## config.mk

```make
export PLATFORM = sky130hd
export DESIGN_NAME = div_iter
export DESIGN_NICKNAME = d
export VERILOG_FILES = /design/src/rtl/div_iter.sv
export SDC_FILE = /design/constraint.sdc
export NUM_CORES = 1
export LEC_CHECK = 0
export CAP_MARGIN = 10
export CORE_UTILIZATION = 49
export DETAILED_ROUTE_END_ITERATION = 8
export PLACE_DENSITY = 0.76
export SYNTH_ARGS = -nofsm -noshare
export SYNTH_HDL_FRONTEND = slang
export SYNTH_SLANG_ARGS = --single-unit
```

## constraint.sdc

```tcl
create_clock -name clk -period 2.8 [get_ports clk]
set_clock_uncertainty 0.1 [all_clocks]
set_input_delay 0.56 -clock clk [delete_from_list [all_inputs] [get_ports clk]]
set_output_delay 0.56 -clock clk [all_outputs]
set_load 0.05 [all_outputs]
```

## src/rtl/div_iter.sv

```systemverilog
// Iterative 32-bit unsigned restoring divider, RADIX_BITS quotient bits per cycle.
// Ports: clk, resetn (async low), valid, a, b in; done, c = {rem, quo} out.
module div_iter #(
  parameter int RADIX_BITS = 1
) (
  input  logic        clk,
  input  logic        resetn,
  input  logic        valid,
  input  logic [31:0] a,
  input  logic [31:0] b,
  output logic        done,
  output logic [63:0] c
);

  if (!(RADIX_BITS == 1 ||
        RADIX_BITS == 2 ||
        RADIX_BITS == 4)) begin : g_bad_radix
    $error("div_iter: RADIX_BITS must be 1, 2 or 4");
  end

  typedef enum logic [1:0] {
    IDLE,
    BUSY,
    DONE
  } state_t;

  localparam logic [5:0] STEP = 6'(RADIX_BITS);
  localparam logic [5:0] LAST = 6'(32 - RADIX_BITS);

  state_t      state;
  logic [31:0] dq;
  logic [31:0] dvs;
  logic [31:0] rem;
  logic [5:0]  cnt;

  logic [32:0] r_w;
  logic [31:0] d_w;
  logic [31:0] dq_nxt;
  logic [31:0] rem_nxt;

  // Dividend shifts out of dq's MSB while quotient
  // bits shift into its LSB, so dq ends as quotient.
  always_comb begin
    r_w = {1'b0, rem};
    d_w = dq;
    for (int i = 0; i < RADIX_BITS; i++) begin
      r_w = {r_w[31:0], d_w[31]};
      d_w = {d_w[30:0], 1'b0};
      if (r_w >= {1'b0, dvs}) begin
        r_w    = r_w - {1'b0, dvs};
        d_w[0] = 1'b1;
      end
    end
    rem_nxt = r_w[31:0];
    dq_nxt  = d_w;
  end

  always_ff @(posedge clk or negedge resetn) begin
    if (!resetn) begin
      state <= IDLE;
      dq    <= '0;
      dvs   <= '0;
      rem   <= '0;
      cnt   <= '0;
      c     <= '0;
    end else begin
      unique case (state)
        IDLE: begin
          if (valid) begin
            dq    <= a;
            dvs   <= b;
            rem   <= '0;
            cnt   <= '0;
            state <= BUSY;
          end
        end
        BUSY: begin
          if (!valid) begin
            state <= IDLE;
          end else begin
            dq  <= dq_nxt;
            rem <= rem_nxt;
            cnt <= cnt + STEP;
            if (cnt == LAST) begin
              c     <= {rem_nxt, dq_nxt};
              state <= DONE;
            end
          end
        end
        DONE: begin
          if (valid) begin
            dq    <= a;
            dvs   <= b;
            rem   <= '0;
            cnt   <= '0;
            state <= BUSY;
          end else begin
            state <= IDLE;
          end
        end
        default: state <= IDLE;
      endcase
    end
  end

  assign done = (state == DONE);

endmodule

```

Word-level counts from Yosys, hierarchy flattened
Cells that the tools add are included.
{ "word_totals": {"output_inout_bits": 65, "inputBits": 67, "reg_bits": 168, "elab_cells": 39} }
{ "classes": {"addsub": 2, "reduce_logical": 7, "order_cmp": 1, "muxes": 16, "eq_ne": 7} }
{ "op_table": {"columns": ["cell", "count"], "rows": [
  ["$mux W32", 5],
  ["$pmux W32 S2", 2],
  ["$ge A33 B32 Y1", 1],
  ["$sub A32 B32 Y32", 1],
  ["$mux W6", 2],
  ["$pmux W6 S2", 1],
  ["$add A6 B1 Y6 const B", 1],
  ["$eq A6 B5 Y1 const B", 1],
  ["$mux W2", 3],
  ["$pmux W2 S3", 1],
  ["$reduce_and A3 Y1", 2],
  ["$ne A2 B2 Y1 const B", 2],
  ["$reduce_and A2 Y1", 2],
  ["$ne A3 B3 Y1 const B", 1],
  ["$eq A2 B1 Y1 const B", 1],
  ["$eq A2 B2 Y1 const B", 1],
  ["$logic_not A2 Y1", 1],
  ["$mux W1", 2],
  ["$ne A2 B1 Y1 const B", 1],
  ["$reduce_bool A2 Y1", 1],
  ["$reduce_or A2 Y1", 1]
]} }

Logic depth before layout (Yosys ltp)
Gate-level depths: netlist of the first run.
{ "depth": {"ltp_word": 4, "depth_mapped": 12, "depth_no_buf": 12} }

Least setup slack after synthesis of the first run
Ideal clock, no wire load.
{ "synth_path": {"path_type": "flip-flop to flip-flop", "start": "reg dq[31]", "end": "reg c[56]", "path_buffers": 0, "path_stages_with_launch": 13, "t_required_ns": 2.571, "period_less_slack_ns": 2.775, "arrival_time_ns": 2.545, "setup_time_ns": 0.129, "slack_ns": 0.025, "path_cell_list": "dfrtp_1 > inv_1 > ha_1 > inv_1 > fa_1 > a21o_1 > a221oi_2 > o211ai_1 > a211oi_1 > o21ai_0 > xor2_1 > mux2i_1 > o21ai_1"} }
{ "synth_via": {"elab_chain_len": 2, "word_cells_on_any_way": 3, "classes_between": "add/sub (1); order compare (1); mux (1)"} }
{ "synth_rtl": {"columns": ["item", "line", "rtl"], "rows": [
  ["from (decl)", "31", "logic [31:0] dq;"],
  ["from (signal assigned)", "81", "dq <= dq_nxt;"],
  ["$sub A32 B32 Y32 or $ge A33 B32 Y1 (tied branches)", "50, 49", null],
  ["$mux W32 *", "49", "if (r_w >= {1'b0, dvs}) begin"],
  ["to (signal assigned)", "85", "c <= {rem_nxt, dq_nxt};"],
  ["to (decl)", "12", "output logic [63:0] c"]
]} }
Every way passes the cells marked *; elsewhere a longest branch is shown, timed or not.
A chain may end at the register's enable or synchronous reset.

Worst setup path after layout of the first run
{ "layout_path": {"start": "reg dq[31]", "end": "reg rem[30]"} }
{ "layout_via": {"elab_chain_len": 4, "word_cells_on_any_way": 5, "classes_between": "add/sub (1); order compare (1); mux (3)"} }
{ "layout_rtl": {"columns": ["item", "line", "rtl"], "rows": [
  ["$sub A32 B32 Y32 or $ge A33 B32 Y1 (tied branches)", "50, 49", null],
  ["$mux W32 *", "49", null],
  ["$mux W32 *", "78", "if (!valid) begin"],
  ["$pmux W32 S2 *", "67", "unique case (state)"],
  ["to (signal assigned)", "82", "rem <= rem_nxt;"],
  ["to (decl)", "33", "logic [31:0] rem;"]
]} }
Every way passes the cells marked *; elsewhere a longest branch is shown, timed or not. The select of a mux whose other input is x is not followed.

==> flow_metrics.tcl, run 1 <==
set metrics [dict create \
    power.leakage_nw 5.64 \
    grt_util_met3_pct 3.77 \
    num_vias 7811 \
    fin_ws_ns -0.111 \
    dr.pass1.iters 5 \
    drt-total-wl_um 24200 \
    critPathLaunch "dq[31]" \
    arrival_ns 3.13 \
    hp-class "reg2reg" \
    setup_viol 43 \
    final_cell_mix "nand2_1, dfrtp_1, clkdlybuf4s50_1" \
    worstSetupPathType "reg2reg" \
    cts_sinks 168 \
    ios 132 \
    syn_inst 982 \
    wire_per_inst_um 17.0 \
    yosysWarnings 0 \
    dieArea_um2 18500 \
    antenna_cells 0 \
    grt_max_degree 88 \
    syn_to_final_growth_pct 38.6 \
    maxCapViolCount 0 \
    required_ns 3.01 \
    synth_adder_area_share_pct 4.92 \
    syn_area_um2 8790 \
    yosys.area_share.simple_pct 15.8 \
    slew_headroom_pct 58.0 \
    tns_ns -2.31 \
    worstSetupEndpointType "flop" \
    drc_errors 0 \
    htree_levels 4 \
    use_met1_pct 36.7 \
    fin_hold_ws_ns 0.373 \
    clock_path_buffers 2 \
    synth-main-ff-cell "dfrtp_1" \
    nets 1282 \
    critPathLaunchType "flop" \
    cp_max_fo 5 \
    powerDensity_nw_per_um2 910 \
    path_clk_slew_ns 0.07 \
    synth_top_family_by_area "compound AO/OA/AOI/OAI gates" \
    port-buffer-count 131 \
    violations "negative setup slack" \
    placed_cells 1367 \
    root_buffer "clkbuf_16" \
    die_w_um 136 \
    status "complete, but fails checks" \
    grt_pass1_wl_um 37000 \
    fmax_mhz 344 \
    grt_pass1_vias 7411 \
    synth_area_per_cell_um2 8.95 \
    finalCritPeriodShare_pct 104 \
    worst_pin_slew_ns 0.628 \
    cts_buffers 17 \
    irDropWorstVdd_mv 0.830 \
    core.rowCount 48 \
    synth-edff-count 0 \
    async_flop_share_pct 100 \
    gr-usage-all-layers_pct 25.6 \
    regToRegStartpoint "dq[31]" \
    drt_iter0_drc 581 \
    start_util_pct 50.5 \
    grt-busiest-layer "met2" \
    synth_compound_area_share_pct 18.0 \
    drive_gt1_share_pct 17.8 \
    finalNonFillerCells 1419 \
    antenna_found_initial 0 \
    ys_seq_area_share_pct 47.8 \
    core_area_um2 17400 \
    grt.met2_usage_pct 39.8 \
    rsz0062_at_grt "true" \
    synth_xor_area_share_pct 2.29 \
    hpwlAfterDp_um 16000 \
    layout_commonest_cell "nand2_1" \
    cts_tree "built" \
    ant_nets 0 \
    clk_latency_ns 0.44 \
    synthMuxAreaShare_pct 6.74 \
    slew_violations 0 \
    viasPerCell 5.50 \
    routabilityCongestion 0.925 \
    ys_ff_latch 168 \
    synthesis.nets 1083 \
    hold_violations 0 \
    die_h_um 136 \
    final_util_pct 70.0 \
    layout_min_cycle_time_ns 2.91 \
    hold_start "c[4]" \
    synth.distinct_cells 58 \
    grt_overflow_total 0 \
]
==> cell families (layout without fill, tap and decap cells) <==
| logic type | after synthesis | in the layout |
|---|---|---|
| muxes | 59 | 59 |
| buffers and inverters | 97 | 309 |
| DFF | 168 | 168 |
| adders and majority gates | 34 | 34 |
| and+or+nand+nor | 337 | 337 |
| xor gates and xnor gates | 23 | 23 |
| AOI/OAI and AO/OA | 264 | 264 |
==> path summary, 6_finish.rpt <==
path | endpoint | slack [ns] | cells after the start
max | rem[30] | -0.11 | 15
min | c[4] | 0.37 | 2
max reg2reg | rem[30] | -0.11 | 15
min reg2reg | c[4] | 0.37 | 2
max in group asynchronous | c[33] | 1.33 | 3
min in group asynchronous | dvs[9] | 0.53 | 2
==> where the power goes <==
part	internal [mW]	total (mW)	switching, mW
Clock	1.28	2.35	1.07
Combinational	2.77	5.78	3.01
Sequential	2.73	2.97	0.241
==> worst max-delay path, stage by stage (launching register included) <==
cell	delay (ns)
dfrtp_1	0.39
inv_2	0.08
ha_4	0.14
inv_2	0.04
fa_2	0.35
a21o_1	0.22
a221oi_2	0.22
buf_4	0.15
buf_4	0.10
o22ai_2	0.08
o21ai_1	0.14
buf_4	0.18
a31oi_4	0.10
xor2_1	0.16
mux2i_1	0.23
o21ai_1	0.10
==> flip-flops by register name (all words and copies together), names as in the netlist <==
signal,count
c,64
dq,32
dvs,32
rem,32
cnt,6
state,2
==> cells in the mapped netlist, types with 2 or more instances <==
master / instances / area, um^2
nor3_1: 7 / 35.0
o31ai_1: 7 / 52.6
nor3b_1: 2 / 15.0
a221o_1: 2 / 20.0
o211a_1: 2 / 20.0
o22ai_1: 2 / 12.5
xor2_1: 14 / 123
or3_1: 4 / 25.0
nand3_1: 15 / 75.1
mux2i_1: 57 / 571
a21boi_0: 2 / 15.0
o31ai_2: 2 / 25.0
a32oi_1: 3 / 26.3
a211oi_1: 5 / 37.5
nand4_1: 9 / 56.3
o211ai_1: 6 / 45.0
a31o_2: 2 / 17.5
xnor2_1: 9 / 78.8
a21o_1: 19 / 143
clkbuf_1: 43 / 161
buf_1: 4 / 15.0
o21a_1: 7 / 52.6
o21ai_1: 49 / 245
ha_1: 33 / 413
or2_1: 2 / 12.5
buf_6: 3 / 33.8
nand2_1: 250 / 938
dfrtp_1: 168 / 4200
a211o_1: 2 / 17.5
and3_1: 5 / 31.3
inv_1: 42 / 158
and2_1: 2 / 12.5
nand2b_1: 5 / 31.3
o21bai_1: 3 / 22.5
nor2_1: 28 / 105
a21oi_1: 37 / 185
a31oi_1: 6 / 37.5
buf_2: 3 / 15.0
o21ai_0: 97 / 485
nor2b_1: 6 / 37.5
==> timing repair <==
item | CTS | global route
gates resized for setup | 28 | 82
endpoints found under the hold margin | 37 | 0
hold buffers | 1 | 0
setup endpoints to repair | 58 | 62
buffers inserted | 6 | 11
gates cloned | 0 | 2
pin swaps | 20 | 33
==> per-stage QoR <==
step	total power, mW	setup slack, ns	area [um^2]
2_1_floorplan	5.72	0.0254	8790
3_3_place_gp	7.14	-0.0908	10900
3_5_place_dp	7.22	-0.156	10900
4_1_cts	9.85	-0.145	11600
5_1_grt	11.7	-0.296	12200
6_report	11.1	-0.111	12200
==> cell type report <==
class,count,area (um^2)
clock buffer,20,447
clock inverter,12,136
fill,1319,5230
inverter,43,161
multi-input combinational,717,4710
sequential,168,4210
tap,225,282
timing repair buffer,234,2250
==> metal layers <==
metal / vias to the layer above / part of all wire (%)
met3: 46 / 4.2
met1: 3768 / 46
met2: 222 / 48
met5: - / 0
met4: 0 / 2.5
li1: 3775 / -
(Power assumes the default switching activity.)
==> inputs of run 2 (changes only) <==
- CORE_UTILIZATION: 49 -> 55
- PLACE_DENSITY: 0.76 -> 0.81
- RECOVER_POWER: default -> 25
- clock period: 2.8 -> 3.3 ns (I/O delays scaled with it)
==> run 2 against run 1 <==
Net effect: the run ends with max-capacitance violations, max-slew violations left; global-route usage rose by 2.5 points; worst hold slack improved by 0.0021 ns; first-iteration DRC count fell by 18%; highest routed layer unchanged; die area fell by 11%; largest power group unchanged; sequential share of layout area rose by 3.8 points; worst setup slack improved by 0.35 ns; register-to-register slack improved by 0.35 ns; critical endpoint is now c[56]; fmax fell by 4.8%; cell area fell by 10%; core utilization rose by 1.1 points.
==> flow_metrics.tcl, run 2 (synthesis results as in run 1) <==
set metrics [dict create \
    status "complete, but fails checks" \
    violations "max-capacitance violations, max-slew violations" \
    path_clk_slew_ns 0.07 \
    routabilityCongestion 0.879 \
    drive_gt1_share_pct 6.29 \
    grt_pass1_vias 7418 \
    critPathLaunchType "flop" \
    root_buffer "clkbuf_16" \
    fin_ws_ns 0.242 \
    powerDensity_nw_per_um2 707 \
    arrival_ns 3.25 \
    worst_pin_slew_ns 1.71 \
    nFillCells 1213 \
    clk_latency_ns 0.44 \
    required_ns 3.49 \
    gr-usage-all-layers_pct 28.1 \
    grt_overflow_total 0 \
    top_register "c" \
    hpwlAfterDp_um 15000 \
    tns_ns 0 \
    drc_errors 0 \
    dr.pass1.iters 5 \
    antenna_found_initial 0 \
    slew_violations 69 \
    dieArea_um2 16500 \
    layout_min_cycle_time_ns 3.06 \
    hold_start "c[2]" \
    p_total_mw 7.76 \
    critPathLaunch "dq[31]" \
    syn_to_final_growth_pct 24.8 \
    drt_iter0_drc 478 \
    drt-total-wl_um 21500 \
    grt_max_degree 88 \
    ios 132 \
    cts_tree "built" \
    finalCritPeriodShare_pct 92.7 \
    core_area_um2 15400 \
    regToRegStartpoint "dq[31]" \
    final_cell_mix "nand2_1, dfrtp_1, clkdlybuf4s50_1" \
    clock_path_buffers 2 \
    setup_viol 0 \
    viasPerCell 5.58 \
    reg2reg_slack_ns 0.24 \
    core.rowCount 45 \
    nets 1200 \
    layout_commonest_cell "nand2_1" \
    hold_violations 0 \
    multi_input_area_um2 4230 \
    grt_pass1_wl_um 36400 \
    worstSetupEndpointType "flop" \
    ant_nets 0 \
    antenna_cells 0 \
    largest_reg_flops 64 \
    seq_area_um2 4210 \
    wire_per_inst_um 16.3 \
    fmax_mhz 327 \
    maxCapViolCount 1 \
    irDropWorstVdd_mv 0.383 \
    htree_levels 4 \
    num_vias 7378 \
    cts_buffers 17 \
    port-buffer-count 131 \
    cp_max_fo 4 \
    start_util_pct 57.0 \
    power.leakage_nw 5.13 \
    preCtsSetupSlack_ns 0.171 \
    hp-class "reg2reg" \
    cts_sinks 168 \
    rsz0062_at_grt "false" \
    slew_headroom_pct -14.3 \
    die_w_um 128 \
    die_h_um 128 \
    worstSetupPathType "reg2reg" \
]
==> run 2: cell count changes in the layout (fill, tap and decap cells not counted), sizes merged <==
cell	before	now
clkinvlp	2	1
bufinv	1	2
dlygate4sd3	1	0
inv	47	49
clkbuf	22	21
clkinv	5	4
buf	101	20
==> run 2: area by class of cell <==
type | count | area share, %
inverter | 43 | 1.47
clock buffer | 19 | 4.04
tap | 211 | 2.41
sequential | 168 | 38.3
multi-input combinational | 717 | 38.5
clock inverter | 13 | 1.45
timing repair buffer | 152 | 13.8
==> run 2: worst max-delay path, cell delays in order, from the launching register on <==
cell and delay (ns):
dfrtp_1 0.38, inv_1 0.09, ha_2 0.19, inv_1 0.06
fa_2 0.34, a21o_1 0.21, a221oi_4 0.34, o211ai_1 0.18
a211oi_1 0.25, buf_4 0.16, o21ai_0 0.12, xor2_1 0.18
mux2i_1 0.23, o21ai_1 0.10
==> run 2: timing repair <==
action,in CTS,in global routing
hold buffers,0,0
setup endpoints to repair,0,14
buffers inserted,0,1
gates resized for setup,0,5
==> run 2: path summary, 6_finish.rpt <==
kind                               end  depth (start not counted)
worst min register to register    c[2]                          2
worst min-delay path              c[2]                          2
max in group asynchronous        dq[8]                          2
min in group asynchronous       dvs[9]                          1
worst max register to register   c[56]                         13
worst max-delay path             c[56]                         13
==> run 2: per-layer routing <==
metal / part of all wire (%) / vias up / track usage (%)
met5: 0 / - / 0
met4: 1.8 / 0 / 8.93
met3: 4.5 / 37 / 5.70
met2: 47 / 194 / 44.4
met1: 47 / 3549 / 39.1
li1: - / 3598 / -
==> run 2: through the flow <==
step	cells	util [%]	instance area, um^2	hold WS, ns
floorplan	982	-	8790	0.264
global placement	1290	67.2	10400	0.357
detailed placement	1290	67.2	10400	0.362
CTS	1322	71.1	11000	0.140
global route	1323	71.1	11000	0.391
finish	1323	71.1	11000	0.375
==> run 2: report_power, final <==
part	internal [mW]	leakage (nW)	switching, mW	total [mW]
sequential	2.32	2.23	0.200	2.52
combinational	1.34	2.60	1.87	3.21
clock	1.16	0.295	0.878	2.04
total	4.81	5.13	2.95	7.76
